`config.mk`:
```
export PLATFORM = sky130hd
export DESIGN_NAME = zombie_wave_controller
export DESIGN_NICKNAME = d
export VERILOG_FILES = /design/src/rtl/zombie_pkg.sv /design/src/rtl/zombie_slot.sv /design/src/rtl/zombie_wave_controller.sv
export SDC_FILE = /design/constraint.sdc
export NUM_CORES = 1
export LEC_CHECK = 0
export ABC_CLOCK_PERIOD_IN_PS = 2600
export BUFFER_PORTS_ARGS = -buffer_cell sky130_fd_sc_hd__buf_2
export CAP_MARGIN = 15
export CORE_ASPECT_RATIO = 0.6
export CORE_MARGIN = 2
export CORE_UTILIZATION = 30
export DETAILED_ROUTE_END_ITERATION = 10
export GPL_ROUTABILITY_DRIVEN = 0
export PLACE_DENSITY_LB_ADDON = 0.05
export SETUP_SLACK_MARGIN = 0.3
export SYNTH_ARGS = -nofsm -noshare
export SYNTH_HDL_FRONTEND = slang
export SYNTH_SLANG_ARGS = --single-unit
```
`constraint.sdc`:
```
create_clock -name Clk -period 2.6 [get_ports Clk]
set_input_delay 0.39 -clock Clk [delete_from_list [all_inputs] [get_ports Clk]]
set_output_delay 0.39 -clock Clk [all_outputs]
set_load 0.02 [all_outputs]
```
`src/rtl/zombie_pkg.sv`:
```
// Shared types and default sizing for the zombie wave controller.
package zombie_pkg;

    typedef enum logic [1:0] {
        OFF    = 2'd0,
        WAIT   = 2'd1,
        ALIVE  = 2'd2,
        KILLED = 2'd3
    } slot_state_t;

    localparam int N_ZOMBIES_DEF = 3;
    localparam int DELAY_W_DEF   = 10;
    localparam int SCORE_W_DEF   = 8;

endpackage

```
`src/rtl/zombie_slot.sv`:
```
// One zombie channel: lifecycle state plus spawn-delay countdown in frames.
module zombie_slot
    import zombie_pkg::*;
#(
    parameter int DELAY_W = DELAY_W_DEF
) (
    input  logic               clk,
    input  logic               rst,
    input  logic               new_level,
    input  logic               enable,
    input  logic [DELAY_W-1:0] delay,
    input  logic               frame_tick,
    input  logic               is_dead,
    output logic               alive,
    output logic               killed,
    output logic               pending,
    output logic               kill_event
);

    slot_state_t        state_r, state_s;
    logic [DELAY_W-1:0] cnt_r, cnt_s;

    // State and counter registers.
    always_ff @(posedge clk or posedge rst) begin
        if (rst) begin
            state_r <= OFF;
            cnt_r   <= {DELAY_W{1'b0}};
        end else begin
            state_r <= state_s;
            cnt_r   <= cnt_s;
        end
    end

    // Next-state logic; new_level overrides any same-cycle tick or hit.
    always_comb begin
        state_s    = state_r;
        cnt_s      = cnt_r;
        kill_event = 1'b0;
        if (new_level) begin
            if (enable) begin
                state_s = WAIT;
                cnt_s   = delay;
            end else begin
                state_s = OFF;
                cnt_s   = {DELAY_W{1'b0}};
            end
        end else begin
            case (state_r)
                WAIT: begin
                    if (frame_tick) begin
                        if (cnt_r == {DELAY_W{1'b0}}) begin
                            state_s = ALIVE;
                        end else begin
                            cnt_s = cnt_r - {{(DELAY_W-1){1'b0}}, 1'b1};
                        end
                    end else begin
                        state_s = WAIT;
                    end
                end
                ALIVE: begin
                    if (is_dead) begin
                        state_s    = KILLED;
                        kill_event = 1'b1;
                    end else begin
                        state_s = ALIVE;
                    end
                end
                default: state_s = state_r;
            endcase
        end
    end

    assign alive   = (state_r == ALIVE);
    assign killed  = (state_r == KILLED) || (state_r == OFF);
    assign pending = (state_r == WAIT) || (state_r == ALIVE);

endmodule

```
`src/rtl/zombie_wave_controller.sv`:
```
// Wave manager: frame-tick synchroniser, N zombie channels, saturating score
// and wave-clear pulse generation.
module zombie_wave_controller
    import zombie_pkg::*;
#(
    parameter  int N_ZOMBIES = N_ZOMBIES_DEF,
    parameter  int DELAY_W   = DELAY_W_DEF,
    parameter  int SCORE_W   = SCORE_W_DEF,
    localparam int CNT_W     = $clog2(N_ZOMBIES + 1)
) (
    input  logic                         Clk,
    input  logic                         Reset,
    input  logic                         frame_clk,
    input  logic                         new_level,
    input  logic [N_ZOMBIES-1:0]         spawn_enable,
    input  logic [N_ZOMBIES*DELAY_W-1:0] delay_spawn,
    input  logic [N_ZOMBIES-1:0]         is_dead,
    output logic [N_ZOMBIES-1:0]         is_alive,
    output logic [N_ZOMBIES-1:0]         is_killed,
    output logic                         enemies,
    output logic [CNT_W-1:0]             alive_count,
    output logic [SCORE_W-1:0]           score,
    output logic                         wave_clear
);

    localparam int SUM_W = SCORE_W + CNT_W;

    logic [2:0]           sync_r;
    logic                 frame_tick_s;
    logic [N_ZOMBIES-1:0] pending_s;
    logic [N_ZOMBIES-1:0] kill_s;
    logic [CNT_W-1:0]     kills_s;
    logic [CNT_W-1:0]     alive_count_s;
    logic [SUM_W-1:0]     sum_s;
    logic [SCORE_W-1:0]   score_r, score_s;
    logic                 enemies_r;
    logic                 wave_clear_r;

    // Two-flop synchroniser plus one history flop for rising-edge detection.
    always_ff @(posedge Clk or posedge Reset) begin
        if (Reset) begin
            sync_r <= 3'b000;
        end else begin
            sync_r <= {sync_r[1:0], frame_clk};
        end
    end

    assign frame_tick_s = sync_r[1] & ~sync_r[2];

    for (genvar g = 0; g < N_ZOMBIES; g++) begin : g_slot
        zombie_slot #(.DELAY_W(DELAY_W)) u_slot (
            .clk        (Clk),
            .rst        (Reset),
            .new_level  (new_level),
            .enable     (spawn_enable[g]),
            .delay      (delay_spawn[g*DELAY_W +: DELAY_W]),
            .frame_tick (frame_tick_s),
            .is_dead    (is_dead[g]),
            .alive      (is_alive[g]),
            .killed     (is_killed[g]),
            .pending    (pending_s[g]),
            .kill_event (kill_s[g])
        );
    end

    // Popcounts of this cycle's kills and of the currently alive channels.
    always_comb begin
        kills_s       = {CNT_W{1'b0}};
        alive_count_s = {CNT_W{1'b0}};
        for (int i = 0; i < N_ZOMBIES; i++) begin
            kills_s       = kills_s + CNT_W'(kill_s[i]);
            alive_count_s = alive_count_s + CNT_W'(is_alive[i]);
        end
    end

    // Saturating score add; the wide sum cannot overflow before the clamp.
    always_comb begin
        sum_s = {{CNT_W{1'b0}}, score_r} + {{SCORE_W{1'b0}}, kills_s};
        if (sum_s > {{CNT_W{1'b0}}, {SCORE_W{1'b1}}}) begin
            score_s = {SCORE_W{1'b1}};
        end else begin
            score_s = sum_s[SCORE_W-1:0];
        end
    end

    // Score register and enemies falling-edge detector for wave_clear.
    always_ff @(posedge Clk or posedge Reset) begin
        if (Reset) begin
            score_r      <= {SCORE_W{1'b0}};
            enemies_r    <= 1'b0;
            wave_clear_r <= 1'b0;
        end else begin
            score_r      <= score_s;
            enemies_r    <= enemies;
            wave_clear_r <= enemies_r & ~enemies;
        end
    end

    assign enemies     = |pending_s;
    assign alive_count = alive_count_s;
    assign score       = score_r;
    assign wave_clear  = wave_clear_r;

endmodule

```
=== Word level (Yosys, flattened, before mapping) ===
Index checks and enable logic that the tools add are counted.

* Word-level logic and storage cells: 107
* Register bits after elaboration: 49
* Bits of input ports: 40
* Bits in writable memories: 0
* Bits in read-only memories: 0
* Memories: 0
* Bits in latches: 0

* Add/sub/neg operators: 8
* Equality and inequality tests: 15
* Reduce and logical (&&, ||, !) cells: 26
* Shifts and indexed selects: 0
* Div/mod/pow operators: 0
* Order comparisons: 1
* Mux-type cells: 43
* Multiply operators: 0
* Bitwise operators: 4

{| class="wikitable"
|+ Operators by type and width
! operator !! number
|-
| $mux 10 || 15
|-
| $logic_not 10->1 || 3
|-
| $sub 10x1->10 const B || 3
|-
| $mux 2 || 9
|-
| $mux 1 || 15
|-
| $eq 2x2->1 const B || 6
|-
| $ne 4x3->1 const B || 3
|-
| $pmux 2 s2 || 3
|-
| $add 8x2->9 || 1
|-
| $gt 9x8->1 const B || 1
|-
| $reduce_and 3->1 || 3
|-
| $reduce_bool 3->1 || 3
|-
| $mux 8 || 1
|-
| $reduce_bool 2->1 || 4
|-
| $eq 2x1->1 const B || 3
|-
| $logic_not 2->1 || 3
|-
| $logic_or 1x1->1 || 6
|-
| $ne 2x2->1 const B || 3
|-
| $reduce_and 2->1 || 3
|-
| $add 1x1->2 || 2
|-
| $add 2x1->2 || 2
|-
| $reduce_or 3->1 || 1
|-
| $and 1x1->1 || 2
|-
| $not 1->1 || 2
|}

=== Longest topological paths before layout ===
* Depth after elaboration: 8
* Gate-level depth with buffers: 12
* Depth with buffers taken out: 11

=== Hierarchy ===
Synthesis repeated with hierarchy kept, for this count alone.

* Cells, all modules: 315
* Area, all modules: 2996.6 µm²

{| class="wikitable"
|+ By module, submodules not included
! module !! area each (µm²) !! sequential area each (µm²) !! instances !! cells each
|-
| zombie_slot || 798.3 || 300.3 || 3 || 87
|-
| zombie_wave_controller || 601.8 || 325.3 || 1 || 54
|}

=== Worst setup path after synthesis ===
OpenSTA, ideal clock, no wires.

* Path type: input to register
* From: input port new_level
* To: register score_r[0], in the netlist score[0]
* Data required time: 2529 ps
* Stages: 12
* Path slack: -145 ps
* Data arrival time: 2674 ps
* Library setup time: 71 ps
* Path buffers: 2
* Path through: inv_1 -> clkbuf_1 -> clkbuf_1 -> nand3_1 -> fa_1 -> inv_1 -> ha_1 -> inv_1 -> fa_1 -> nor2_1 -> nand3_1 -> nand2b_1

* Longest elaborated chain between the ends: 6
* Elaborated cells on any way between the ends: 8
* Those cells by class: add/sub (3); order compare (1); mux (4)

{| class="wikitable"
|+ RTL lines
! element !! line !! source
|-
| from (decl) || zombie_wave_controller.sv:14 || <nowiki>input logic new_level,</nowiki>
|-
| $mux 1 || zombie_slot.sv:39 || <nowiki>if (new_level) begin</nowiki>
|-
| $add 1x1->2 || zombie_wave_controller.sv:71 || <nowiki>kills_s = kills_s + CNT_W'(kill_s[i]);</nowiki>
|-
| $add 2x1->2 * || zombie_wave_controller.sv:71 ||
|-
| $add 8x2->9 * || zombie_wave_controller.sv:78 || <nowiki>sum_s = {{CNT_W{1'b0}}, score_r} + {{SCORE_W{1'b0}}, kills_s};</nowiki>
|-
| $gt 9x8->1 || zombie_wave_controller.sv:79 || <nowiki>if (sum_s > {{CNT_W{1'b0}}, {SCORE_W{1'b1}}}) begin</nowiki>
|-
| $mux 8 * || zombie_wave_controller.sv:79 ||
|-
| named net score_s[0] || zombie_wave_controller.sv:35 || <nowiki>logic [SCORE_W-1:0] score_r, score_s;</nowiki>
|-
| to (signal assigned) || zombie_wave_controller.sv:89 || <nowiki>score_r <= {SCORE_W{1'b0}};</nowiki>
|-
| to (signal assigned) || zombie_wave_controller.sv:93 || <nowiki>score_r <= score_s;</nowiki>
|-
| to (decl) || zombie_wave_controller.sv:35 ||
|}

The timed path passes the listed nets; every way through them passes the cells marked *.
A chain may end at the register's enable or synchronous reset.

=== Worst setup path after layout ===
* From: register g_slot[2].u_slot.state_r[0]
* To: register score_r[2], in the netlist score[2]

* Longest elaborated chain between the ends: 7

{| class="wikitable"
|+ RTL lines
! element !! line !! source
|-
| from (decl) || zombie_slot.sv:20 || <nowiki>slot_state_t state_r, state_s;</nowiki>
|-
| from (signal assigned) || zombie_slot.sv:29 || <nowiki>state_r <= state_s;</nowiki>
|-
| $eq 2x2->1 * || zombie_slot.sv:48 || <nowiki>case (state_r)</nowiki>
|-
| $mux 1 * || zombie_slot.sv:48 ||
|-
| $mux 1 * || zombie_slot.sv:39 ||
|-
| $add 2x1->2 * || zombie_wave_controller.sv:71 ||
|-
| $add 8x2->9 * || zombie_wave_controller.sv:78 ||
|-
| $gt 9x8->1 || zombie_wave_controller.sv:79 ||
|-
| $mux 8 * || zombie_wave_controller.sv:79 ||
|-
| named net score_s[2] || zombie_wave_controller.sv:35 ||
|}

Marks and branches as above.

==> impl_metrics.env <==
export IMPL_status="finished clean"
export IMPL_drv_slew=0
export IMPL_fin_nets=448
export IMPL_hold_path_startpoint="frame_clk"
export IMPL_hpwl_mm=5.54
export IMPL_cts_max_path_buffers=2
export IMPL_cts_root_buffer="clkbuf_16"
export IMPL_synth_seq_area_share_pct=40.1
export IMPL_cts_buffers=5
export IMPL_drcViolationCount=0
export IMPL_r2r_start="g_slot[2].u_slot.state_r[0]"
export IMPL_cp_required_ns=2.78
export IMPL_placed_cells=517
export IMPL_hold_class="input pin to register"
export IMPL_min_path_cells=1
export IMPL_fin_util_pct=38.0
export IMPL_startpoint_type="register"
export IMPL_drv_cap=0
export IMPL_clock_skew_ns=0.00307
export IMPL_path_clk_slew_ns=0.06
export IMPL_grt_max_degree=50
export IMPL_firstDrtPassIters=4
export IMPL_synth_area_um2=3050
export IMPL_synthDistinctLibCells=61
export IMPL_rrSetupSlack_ns=0.32
export IMPL_ys_async_sr_fraction_pct=100
export IMPL_worstHoldEndpoint="sync_r[0]"
export IMPL_r2r_cells=11
export IMPL_clock_fmax_ghz=0.438
export IMPL_num_vias=2626
export IMPL_vdd_ir_drop_max_uv=249
export IMPL_portBuffers=57
export IMPL_yosys_area_top_type="dfrtp_1"
export IMPL_yosys_warnings=0
export IMPL_chipWidth_um=134
export IMPL_placementRows=28
export IMPL_synth_edf_count=0
export IMPL_core_area_um2=9880
export IMPL_drtAntennaViolNets=0
export IMPL_timing_rr_end="score[2]"
export IMPL_grt_ovfl_total=0
export IMPL_p_leak_nw=1.69
export IMPL_netlist_instances=336
export IMPL_first_global_vias=2614
export IMPL_antenna_found_initial=0
export IMPL_post_drt_via_cell_ratio=4.96
export IMPL_synth_net_count=390
export IMPL_diodes=0
export IMPL_setup_violations=0
export IMPL_fillCellCount=1042
export IMPL_crit_type="register to register"
export IMPL_syn_to_final_growth_pct=22.8
export IMPL_synth_seq_cells=49
export IMPL_start_util_pct=30.9
export IMPL_drive_gt1_share_pct=26.9
export IMPL_grt_usage_pct=15.3
export IMPL_finalHoldViolCount=0
export IMPL_fin_crit_sh_pct=87.7
export IMPL_slew_headroom_pct=47.9
export IMPL_cts_tree="yes"
export IMPL_fp_dieH_um=82.2
export IMPL_ios=58
export IMPL_power_density_nw_per_um2=702
export IMPL_synth_top_area_share_pct=40.1
export IMPL_clock_sinks=49
export IMPL_synth_area_leaders="dfrtp_1 (40%), ha_1 (4.5%), inv_1 (4.1%), nand3_1 (3.6%), nand2_1 (3.6%)"
export IMPL_arrival_ns=2.46
export IMPL_wl_per_cell_um=14.8
export IMPL_holdWs_ns=0.203
export IMPL_rsz0062_at_grt="true"
export IMPL_grt_first_pass_wirelength_mm=13.2
export IMPL_routed_wl_mm=7.83
export IMPL_h_tree_depth=2
export IMPL_ys_flop_type="dfrtp_1"
export IMPL_finalNonFillerCells=529
export IMPL_die_area_um2=11000
export IMPL_clkLatencyLatePin_ns=0.29
export IMPL_post_route_min_period_ns=2.28
export IMPL_avgSynthCellArea_um2=9.09
export IMPL_final_setup_tns_ns=0
export IMPL_first_iter_violations=123
export IMPL_cp_end_kind="register"
export IMPL_crit_path_max_fanout=5
export IMPL_tightest_slew_ns=0.775
-- worst max-delay path by stage --
stage | from | endpoint | cells after the start
after floorplan | new_level | score[0] | 12
after global placement | g_slot[2].u_slot.state_r[0] | score[0] | 11
after detailed placement | g_slot[2].u_slot.state_r[0] | score[4] | 11
after CTS | g_slot[2].u_slot.state_r[0] | score[0] | 11
after global routing | g_slot[2].u_slot.state_r[0] | score[6] | 10
final | g_slot[2].u_slot.state_r[0] | score[2] | 11
-- synthesized netlist by cell type, types with 2 or more instances --
| master | instances |
|---|---|
| or4_1 | 3 |
| and3_1 | 2 |
| buf_2 | 2 |
| and2_1 | 5 |
| nand2b_1 | 3 |
| nor4_1 | 5 |
| buf_1 | 3 |
| o21ai_1 | 3 |
| nor2_1 | 20 |
| and3b_1 | 2 |
| nor2b_1 | 3 |
| a21oi_1 | 13 |
| a32oi_1 | 2 |
| a2111oi_0 | 2 |
| mux2i_1 | 7 |
| clkbuf_1 | 7 |
| nand4_1 | 8 |
| buf_4 | 6 |
| fa_1 | 3 |
| xor2_1 | 2 |
| nor4b_1 | 2 |
| nor3_1 | 11 |
| a22o_1 | 2 |
| or3_1 | 2 |
| mux2_2 | 2 |
| o21ai_0 | 14 |
| a311o_1 | 3 |
| a31oi_1 | 5 |
| dfrtp_1 | 49 |
| ha_1 | 11 |
| xnor2_1 | 11 |
| nand4b_1 | 3 |
| o211ai_1 | 4 |
| nand3_1 | 22 |
| o21bai_1 | 3 |
| nor3b_1 | 3 |
| inv_1 | 33 |
| a221o_1 | 2 |
| nand2_1 | 29 |
| nand3b_1 | 3 |
-- placed cells by master (no fill, tap or decap), types with 4 or more instances in the layout --
cell type / n
nand3_1: 19
ha_1: 7
o211ai_1: 4
buf_4: 11
nor2_1: 18
a21oi_1: 12
and2_1: 5
a31oi_1: 5
clkbuf_16: 5
nor3_1: 11
inv_1: 27
buf_2: 57
dfrtp_1: 49
xnor2_1: 11
nand2_1: 28
nand4_1: 8
nor4_1: 5
inv_2: 5
mux2i_1: 7
o21ai_0: 14
-- layout make-up --
| cell class | instances | area, µm² | share of cell area (%) |
|---|---|---|---|
| clock buffer | 7 | 143 | 3.80 |
| tap | 135 | 169 | 4.50 |
| sequential | 49 | 1230 | 32.7 |
| inverter | 33 | 136 | 3.64 |
| timing repair buffer | 69 | 379 | 10.1 |
| multi-input combinational | 236 | 1700 | 45.3 |
-- sequential cells by signal (all words and copies together), names as in the netlist --
signal                 count
g_slot.u_slot.cnt_r       30
score                      8
g_slot.u_slot.state_r      6
sync_r                     3
enemies_r                  1
wave_clear                 1
-- power by group --
group          switching [mW]  internal [mW]
sequential              0.133          0.892
clock                   0.287          0.379
combinational           0.540          0.400
-- per-layer routing --
layer | track usage (%) | part of all wire, %
met1 | 21.8 | 53
met2 | 23.9 | 41
met3 | 3.66 | 5.2
met4 | 3.16 | 0.52
met5 | 0 | 0
-- repair_timing --
item                       CTS  global route
gates resized for setup      5             9
setup endpoints to repair    8             9
hold buffers                 0             0
buffers inserted             4             1
pin swaps                    8             3
-- worst max-delay path: stages, from the launching register on --
cell	delay [ns]
dfrtp_1	0.39
inv_1	0.06
ha_2	0.19
nand3_2	0.07
fa_2	0.42
inv_2	0.07
ha_4	0.13
inv_2	0.04
fa_2	0.45
buf_6	0.15
xor2_1	0.12
nand2_1	0.06
-- metrics by stage --
stage	total power, mW	worst slack, ns	instance area [µm²]
2_1_floorplan	1.68	0.271	3120
3_3_place_gp	1.92	0.197	3510
3_5_place_dp	1.92	0.187	3510
4_1_cts	2.65	0.292	3710
5_1_grt	2.83	0.208	3750
6_report	2.63	0.319	3750
-- logic make-up after synthesis --
family / synth area share [%]
adder cells (fa/ha/maj): 6.47
XOR/XNOR: 3.73
flip-flops: 40.1
AO/OA/AOI/OAI: 15.5
AND/OR/NAND/NOR: 23.1
multiplexers: 3.89
buffers and inverters: 7.09
Power figures use the tool's default switching activity.
